**src/rtl/gpi_debounce.sv**
```systemverilog
// ============================================================================
// Module   : gpi_debounce
// Brief    : Per-bit synchroniser + counter debounce + registered edge pulses
//            for raw board switches/buttons feeding the demo system gp_i.
// Revision : 1.0  initial release
// ============================================================================
`default_nettype none

module gpi_debounce #(
    parameter int Width          = 8,
    parameter int SyncStages     = 2,
    parameter int DebounceCycles = 500000
) (
    input  logic             clk_sys_i,
    input  logic             rst_sys_ni,
    input  logic [Width-1:0] gp_raw_i,
    output logic [Width-1:0] gp_o,
    output logic [Width-1:0] rise_o,
    output logic [Width-1:0] fall_o
);

    localparam int CntW = $clog2(DebounceCycles + 1);
    localparam logic [CntW-1:0] c_CNT_MAX = CntW'(DebounceCycles - 1);

    logic [SyncStages-1:0][Width-1:0] r_sync;
    logic [Width-1:0]                 w_sync;
    logic [Width-1:0]                 w_gp;
    logic [Width-1:0]                 w_rise;
    logic [Width-1:0]                 w_fall;

    always_ff @(posedge clk_sys_i or negedge rst_sys_ni) begin
        if (!rst_sys_ni) begin
            r_sync <= '0;
        end else begin
            r_sync[0] <= gp_raw_i;
            for (int s = 1; s < SyncStages; s++) begin
                r_sync[s] <= r_sync[s-1];
            end
        end
    end

    assign w_sync = r_sync[SyncStages-1];

    generate
        for (genvar i = 0; i < Width; i++) begin : g_bit
            logic [CntW-1:0] r_cnt;
            logic            r_gp;
            logic            r_rise;
            logic            r_fall;
            logic            w_diff;
            logic            w_sat;

            // The compare always uses the current synced value, so a bounce
            // back to the old level on the saturating cycle is rejected.
            always_comb begin
                w_diff = w_sync[i] ^ r_gp;
                w_sat  = (r_cnt == c_CNT_MAX);
            end

            always_ff @(posedge clk_sys_i or negedge rst_sys_ni) begin
                if (!rst_sys_ni) begin
                    r_cnt  <= '0;
                    r_gp   <= 1'b0;
                    r_rise <= 1'b0;
                    r_fall <= 1'b0;
                end else begin
                    r_rise <= 1'b0;
                    r_fall <= 1'b0;
                    if (!w_diff) begin
                        r_cnt <= '0;
                    end else if (w_sat) begin
                        r_cnt  <= '0;
                        r_gp   <= w_sync[i];
                        r_rise <= w_sync[i];
                        r_fall <= ~w_sync[i];
                    end else begin
                        r_cnt <= r_cnt + CntW'(1);
                    end
                end
            end

            assign w_gp[i]   = r_gp;
            assign w_rise[i] = r_rise;
            assign w_fall[i] = r_fall;
        end
    endgenerate

    assign gp_o   = w_gp;
    assign rise_o = w_rise;
    assign fall_o = w_fall;

endmodule

`default_nettype wire
```
**config.mk**
```make
export PLATFORM = sky130hd
export DESIGN_NAME = gpi_debounce
export DESIGN_NICKNAME = d
export VERILOG_FILES = /design/src/rtl/gpi_debounce.sv
export SDC_FILE = /design/constraint.sdc
export NUM_CORES = 1
export LEC_CHECK = 0
export CAP_MARGIN = 10
export CORE_AREA = 5 5 109 152
export CTS_BUF_LIST = sky130_fd_sc_hd__clkbuf_16
export CTS_CLUSTER_DIAMETER = 40
export CTS_CLUSTER_SIZE = 25
export DETAILED_ROUTE_END_ITERATION = 6
export DIE_AREA = 0 0 114 157
export PLACE_DENSITY = 0.9
export SKIP_LAST_GASP = 1
export SYNTH_ARGS = -nofsm -noshare
export SYNTH_HDL_FRONTEND = slang
export SYNTH_SLANG_ARGS = --single-unit
```
**constraint.sdc**
```tcl
create_clock -name clk_sys_i -period 2.8 [get_ports clk_sys_i]
set_clock_uncertainty 0.1 [all_clocks]
set_input_delay 0.56 -clock clk_sys_i [delete_from_list [all_inputs] [get_ports clk_sys_i]]
set_output_delay 0.56 -clock clk_sys_i [all_outputs]
set_load 0.03 [all_outputs]
```
---- After elaboration in Yosys (flattened, before gate mapping) ----
Cells that the tools add are included.
cells by class
  equal/unequal tests ..................... 8
  div/mod/pow operators ................... 0
  $add $sub $neg .......................... 8
  multiplexer cells ....................... 48
  bitwise operators ....................... 16
  shift-type cells ........................ 0
  reduce and logical (&&, ||, !) cells .... 8
  multiply operators ...................... 0
  magnitude comparators ................... 0
operators with widths
  cell                   number
  $mux 19                16
  $add 19x1->19 const B  8
  $eq 19x19->1 const B   8
  $mux 1                 32
  $reduce_and 2->1       8
  $not 1->1              8
  $xor 1x1->1            8
word-level totals
  memories kept ........................... 0
  bits in latches ......................... 0
  output and inout bits ................... 24
  bits in registers ....................... 192
  word-level logic and storage cells ...... 122
  ROM bits ................................ 0
  bits of input ports ..................... 10
  bits in writable memories ............... 0

---- Depth between registers and ports, before layout ----
Gate-level depths: netlist of the first run.
  depth in word-level cells ............... 3
  gate-level depth with buffers ........... 7
  gate-level depth less buffers ........... 5

---- Worst setup path after synthesis of the first run ----
Ideal clock, no wire load.
  path kind ............................... register -> register
  from .................................... register g_bit[7].r_cnt[0]
  to ...................................... register g_bit[7].r_gp
  library setup time ...................... 0.125 ns
  path buffers ............................ 1
  slack ................................... 0.701 ns
  data arrival time ....................... 1.874 ns
  required time ........................... 2.575 ns
  period minus slack after synthesis ...... 2.099 ns
  cell stages (with the launch flop) ...... 6
  cells stage by stage .................... dfrtp_1 > ha_1 > and4_1 > clkbuf_1 > or4b_2 > mux2_2
on the way
  word-level cells in the longest chain between the ends .. 2
ends and longest elaborated chain
  item                        RTL line  text
  start: declaration          46        logic [CntW-1:0] r_cnt;
  start signal: assignment    77        r_cnt <= r_cnt + CntW'(1);
  $eq 19x19->1                57        w_sat = (r_cnt == c_CNT_MAX);
  $reduce_and 2->1 (no line)  n/a
  end signal: assignment      73        r_gp <= w_sync[i];
  end: declaration            47        logic r_gp;
No other way between the ends.
A chain may end at the register's enable or synchronous reset.

---- Worst setup path after layout of the first run ----
  from .................................... register g_bit[0].r_gp
  to ...................................... output port gp_o[0]
RTL lines
  item                      RTL line  text
  start: declaration        47
  start signal: assignment  73
  end: declaration          17        output logic [Width-1:0] gp_o,
No word-level cell between the ends.

==> results of run 1 <==
## metrics by stage
stage	power [uW]	worst slack, ns	util, %
global route	5580	0.430	67.3
floorplan	2970	0.701	-
detailed placement	3090	0.633	63.4
global placement	3080	0.700	63.4
CTS	5430	0.517	67.3
finish	5390	0.548	67.3
## Yosys cell counts (2+ instances only)
cell / n
a21oi_1: 37
a31o_2: 2
and2_1: 9
and3_1: 17
and4_1: 13
buf_2: 4
buf_4: 24
clkbuf_1: 12
dfrtp_1: 192
ha_1: 8
inv_1: 13
mux2_2: 8
nand2_1: 52
nand3_1: 53
nand3_2: 2
nand3b_1: 5
nand4_1: 40
nor2_1: 112
nor3_1: 15
nor3b_1: 18
nor4_1: 22
nor4b_1: 6
nor4bb_1: 2
o21ai_0: 19
o21ai_1: 2
o31ai_1: 13
o31ai_2: 5
o41ai_1: 2
or2_2: 5
or3_1: 21
or3_2: 3
or4_1: 21
or4b_2: 5
xnor2_1: 58
xor2_1: 50
## sequential cells by signal (all words and copies together) (netlist names)
register and flops:
g_bit.r_fall 8, g_bit.r_cnt 152, g_bit.r_rise 8, r_sync 8, g_bit.r_gp 8, w_sync 8
## area by class of cell
type / count / share of cell area, %
clock buffer: 17 / 4.24
clock inverter: 15 / 1.52
inverter: 13 / 0.486
multi-input combinational: 627 / 39.1
sequential: 192 / 47.8
tap: 192 / 2.39
timing repair buffer: 45 / 4.47
## worst paths after layout
path | end | cells after the start
setup / recovery | gp_o[0] | 1
hold / removal | g_bit[2].r_cnt[4] | 1
setup reg to reg | g_bit[5].r_gp | 4
hold reg to reg | w_sync[2] | 0
max in group asynchronous | g_bit[3].r_rise | 2
min in group clk_sys_i | w_sync[2] | 0
## routing by layer
layer | vias up | wire length [um] | track usage [%]
li1 | 3132 | - | -
met1 | 3233 | 7000 | 25.3
met2 | 177 | 9350 | 37.0
met3 | 33 | 705 | 4.31
met4 | 0 | 348 | 7.98
met5 | - | 0 | 0
## logic make-up (layout without fill, tap and decap cells)
| kind of cell | after synthesis | count (layout) | share of synthesized area, % |
|---|---|---|---|
| compound gates | 80 | 80 | 5.38 |
| buf+inv | 54 | 90 | 3.31 |
| fa+ha+maj | 8 | 8 | 1.11 |
| simple gates | 423 | 423 | 25.5 |
| flops | 192 | 192 | 53.2 |
| mux | 8 | 8 | 0.998 |
| xor+xnor | 108 | 108 | 10.5 |
## power breakdown
group          internal (uW)  switching [uW]
sequential              2810            40.0
clock                   1260            1110
combinational           60.5             117
total                   4130            1270
==> run summary, run 1 <==
Netlist cell types: 38
Final period utilization: 80.4%
Chip width: 114 um
Finished Layout Cells: 1,101
VDD IR max: 427 uV
CP endpoint kind: primary output
Most frequent cells in the layout: dfrtp_1, nor2_1, xnor2_1
GRT overflow: 0
I/O Pins: 34
CTS root buf: clkbuf_16
Seq/Total Area, Yosys: 53.2%
R2r startpoint: g_bit[5].r_cnt[14]
Synth warn: 0
Final-report setup violation count: 0
Mapped cell area: 9030 um^2
DR iter-0 viols: 465
DRC: 0
Worst hold-check path type: in2async
Layout net count: 914
Design area: 10,000 um^2
Least-Margin Pin Slew: 0.621 ns
Max-cap violations: 0
Post-DP HPWL: 11,800 um
Post-CTS setup repair buffer count: 0
Cell taking the most area after synthesis: dfrtp_1
Startpoint class of the critical path: flip-flop
Slew HR: 58.4%
Worst-path cell chain: clkdlybuf4s50_1
Die H: 157 um
Final antenna diode count: 0
Lkg Pwr: 0.00404 uW
Initial antenna violation count: 0
EDFF count, synth: 0
Worst reg2reg setup slack: 0.55 ns
CTS max path bufs: 2
Synth Flop Type: dfrtp_1
Worst Path Arrival: 1.59 ns
Seq cells post-synth: 192
Average routed wire per standard cell: 15.8 um
First-pass GRT wire length: 30,900 um
Synth area leaders: dfrtp_1, xnor2_1, xor2_1, nor2_1, nand3_1
Placed cell area: 9470 um^2
Clk sink count: 192
Syn Inst Count: 873
Via-per-instance ratio: 5.97
Max-slew violation count: 0
Footprint of the multi-input gates: 3920 um^2
Mapped Avg Cell Area: 10.3 um^2
Ys async rst share: 100%
Final Hold Fails: 7
Status: complete, but fails checks
Die ar.: 17,900 um^2
Syn_nets: 891
RSZ-0062 raised after global routing: false
Quantity of I/O buffers inserted on ports: 33
CP max stage cell: clkdlybuf4s50_1
Failing checks: negative hold slack
Largest net degree at the start of global routing: 62
Number of global-route vias before repair: 6,798
Synth-to-Final Area Change: 11.3%
Worst Path Buf+Inv: 1
WP data required: 2.14 ns
Hold Slack: -0.0125 ns
PostCTS Resize Cnt: 0
Vias: 6,575
CP max FO: 6
CTS Hold Buffers Added: 0
Initial core utilization: 60.5%
CTS tree: yes
Fill count: 1,052
Top cell type's share of synthesized area: 53.2%
Critical path's largest stage delay: 0.71 ns
Register area: 4800 um^2
Cell row count: 53
Clk slew on worst S/H paths: 0.07 ns
Worst skew pair latency: 0.43 ns
Post-route ant nets: 0
Setup Crit Path Kind: reg2out
Highest Clock Rate: 0.444 GHz
RD Place Congestion: 0.921
Minimum clock period: 2.25 ns
Setup tns final: 0 ns
GRT Total Usage: 21.0%
Core footprint: 14,900 um^2
Drt pass-1 iters: 5
Share of layout cells above drive strength 1: 8.36%
CTS H-tree lvls: 4
Crit path from: g_bit[0].r_gp
Drt total wl: 17,400 um
Pwr Density: 537 nW/um^2
# placed instances: 1,069
Crit path max-delay family: buffers and inverters
Total CTS buffers: 17
Commonest non-fill, non-tap cell in the layout: dfrtp_1
(Power assumes the default switching activity.)
==> run 2, diff against run 1 <==
--- a/config.mk
+++ b/config.mk
@@ -6,13 +6,13 @@
 export NUM_CORES = 1
 export LEC_CHECK = 0
 export CAP_MARGIN = 10
-export CORE_AREA = 5 5 109 152
+export CORE_AREA = 5 5 115 160
 export CTS_BUF_LIST = sky130_fd_sc_hd__clkbuf_16
 export CTS_CLUSTER_DIAMETER = 40
 export CTS_CLUSTER_SIZE = 25
 export DETAILED_ROUTE_END_ITERATION = 6
-export DIE_AREA = 0 0 114 157
-export PLACE_DENSITY = 0.9
+export DIE_AREA = 0 0 120 165
+export PLACE_DENSITY = 0.86
 export SKIP_LAST_GASP = 1
 export SYNTH_ARGS = -nofsm -noshare
 export SYNTH_HDL_FRONTEND = slang
==> constraint.sdc (replaced) <==
create_clock -name clk_sys_i -period 2 [get_ports clk_sys_i]
set_clock_uncertainty 0.1 [all_clocks]
set_input_delay 0.4 -clock clk_sys_i [delete_from_list [all_inputs] [get_ports clk_sys_i]]
set_output_delay 0.4 -clock clk_sys_i [all_outputs]
set_load 0.03 [all_outputs]
==> run summary, run 2 (synthesis gave the netlist of run 1 again) <==
Status: complete, but fails checks
Failing checks: design-rule violations, negative setup slack
Hold Slack: 0.248 ns
Largest net degree at the start of global routing: 51
Max-cap violations: 0
Total power: 7560 uW
Layout net count: 1,001
DRC: 3
Via-per-instance ratio: 5.79
Final-report setup violation count: 1
Max-slew violation count: 0
Number of global-route vias before repair: 7,202
Crit path max-delay family: simple AND/OR/NAND/NOR gates
CTS tree: yes
RSZ-0062 raised after global routing: true
RD Place Congestion: 0.879
WP data required: 2.25 ns
Hold Path Origin: r_sync[6]
CP endpoint kind: flip-flop
Clk slew on worst S/H paths: 0.07 ns
Slew HR: 69.4%
DR iter-0 viols: 455
Most frequent cells in the layout: dfrtp_1, nor2_1, buf_4
Quantity of I/O buffers inserted on ports: 33
CTS H-tree lvls: 4
Drt total wl: 18,700 um
Critical path depth: 5
Highest Clock Rate: 0.494 GHz
Lkg Pwr: 0.00457 uW
Final antenna diode count: 0
Chip width: 120 um
Critical path's largest stage delay: 0.65 ns
CTS root buf: clkbuf_16
I/O Pins: 34
Largest register FFs: 152
Worst-path cell chain: buf_4, nand4_1, or2_2, or4b_2, a21oi_1
Core footprint: 16,700 um^2
CTS max path bufs: 2
Final period utilization: 101%
Die H: 165 um
Post-DP HPWL: 12,600 um
CP max FO: 6
Pwr Density: 697 nW/um^2
Worst reg2reg setup slack: -0.02 ns
GRT overflow: 0
Initial antenna violation count: 0
R2r startpoint: g_bit[4].r_cnt[10]
Critical R2R Capture: g_bit[4].r_cnt[18]
Total CTS buffers: 17
Worst hold-check path type: reg2reg
VDD IR max: 520 uV
Endpoint with the worst hold slack: w_sync[6]
Clk sink count: 192
R2R depth: 5
Least-Margin Pin Slew: 0.455 ns
Final Hold Fails: 0
Worst Path Arrival: 2.28 ns
Setup WS post-layout: -0.0232 ns
Startpoint class of the critical path: flip-flop
Worst Path Buf+Inv: 1
Minimum clock period: 2.02 ns
Post-route ant nets: 0
Cell row count: 56
Synth-to-Final Area Change: 20.1%
Largest register by flop count: g_bit.r_cnt
First-pass GRT wire length: 32,100 um
Die ar.: 19,800 um^2
Initial core utilization: 53.9%
Worst skew pair latency: 0.43 ns
GRT Total Usage: 19.7%
Setup Crit Path Kind: reg2reg
Share of layout cells above drive strength 1: 17.8%
Vias: 6,935
Commonest non-fill, non-tap cell in the layout: dfrtp_1
Average routed wire per standard cell: 15.6 um
Min-Delay Path Depth: 0
Drt pass-1 iters: 7
CP max stage cell: or4b_2
-- run 2: worst max path at each step --
stage	to	start	slack [ns]
finish	g_bit[4].r_cnt[18]	g_bit[4].r_cnt[10]	-0.02
global route	g_bit[4].r_cnt[18]	g_bit[4].r_cnt[10]	-0.1
CTS	g_bit[4].r_gp	g_bit[4].r_cnt[8]	0.008
detailed placement	g_bit[2].r_cnt[16]	g_bit[2].r_cnt[0]	-0.03
global placement	g_bit[2].r_gp	g_bit[2].r_cnt[11]	0.04
floorplan	g_bit[7].r_cnt[10]	g_bit[7].r_cnt[0]	0.009
-- run 2: what timing repair did --
action                                  in CTS  in global routing
hold endpoints to repair                    42                  0
gates resized for setup                     13                 18
buffers inserted                             0                  5
endpoints found under the setup margin      15                 37
pin swaps                                    0                  3
hold buffers                                 1                  0
-- run 2: cell type report --
type / instances / area, um^2
Fill cell: 1233 / 5910
Sequential cell: 192 / 4800
Multi-Input combinational cell: 627 / 4060
Timing Repair Buffer: 132 / 1110
Clock buffer: 17 / 425
Tap cell: 203 / 254
Clock inverter: 14 / 140
Inverter: 13 / 48.8
-- run 2: power breakdown --
group	switching, uW	total (uW)	leakage, uW	internal (uW)
sequential	54.6	3990	0.00263	3940
clock	1460	3290	0.000281	1830
combinational	172	279	0.00167	107
-- run 2: per-stage QoR --
stage | util (%) | TNS [ns] | setup WS [ns] | instances | cell area [um^2]
final | 64.7 | -0.0232 | -0.0232 | 1198 | 10800
after global routing | 64.7 | -0.250 | -0.0993 | 1198 | 10800
after CTS | 63.9 | 0 | 0.00834 | 1193 | 10700
after detailed placement | 60.4 | -0.0663 | -0.0335 | 1161 | 10100
after global placement | 60.4 | 0 | 0.0394 | 1161 | 10100
after floorplan | - | 0 | 0.00857 | 873 | 9040
-- run 2: worst reg2reg max path: stages (launching register included) --
cell	delay [ns]
dfrtp_1	0.40
buf_4	0.15
nand4_1	0.12
or2_2	0.37
or4b_2	0.65
a21oi_1	0.16
-- run 2: routing by layer --
layer / routed length, um / vias up / global-route usage (%)
met5: 0 / - / 0
met4: 388 / 0 / 8.13
met3: 550 / 34 / 3.73
met2: 10200 / 131 / 36.2
met1: 7600 / 3457 / 22.4
li1: - / 3313 / -
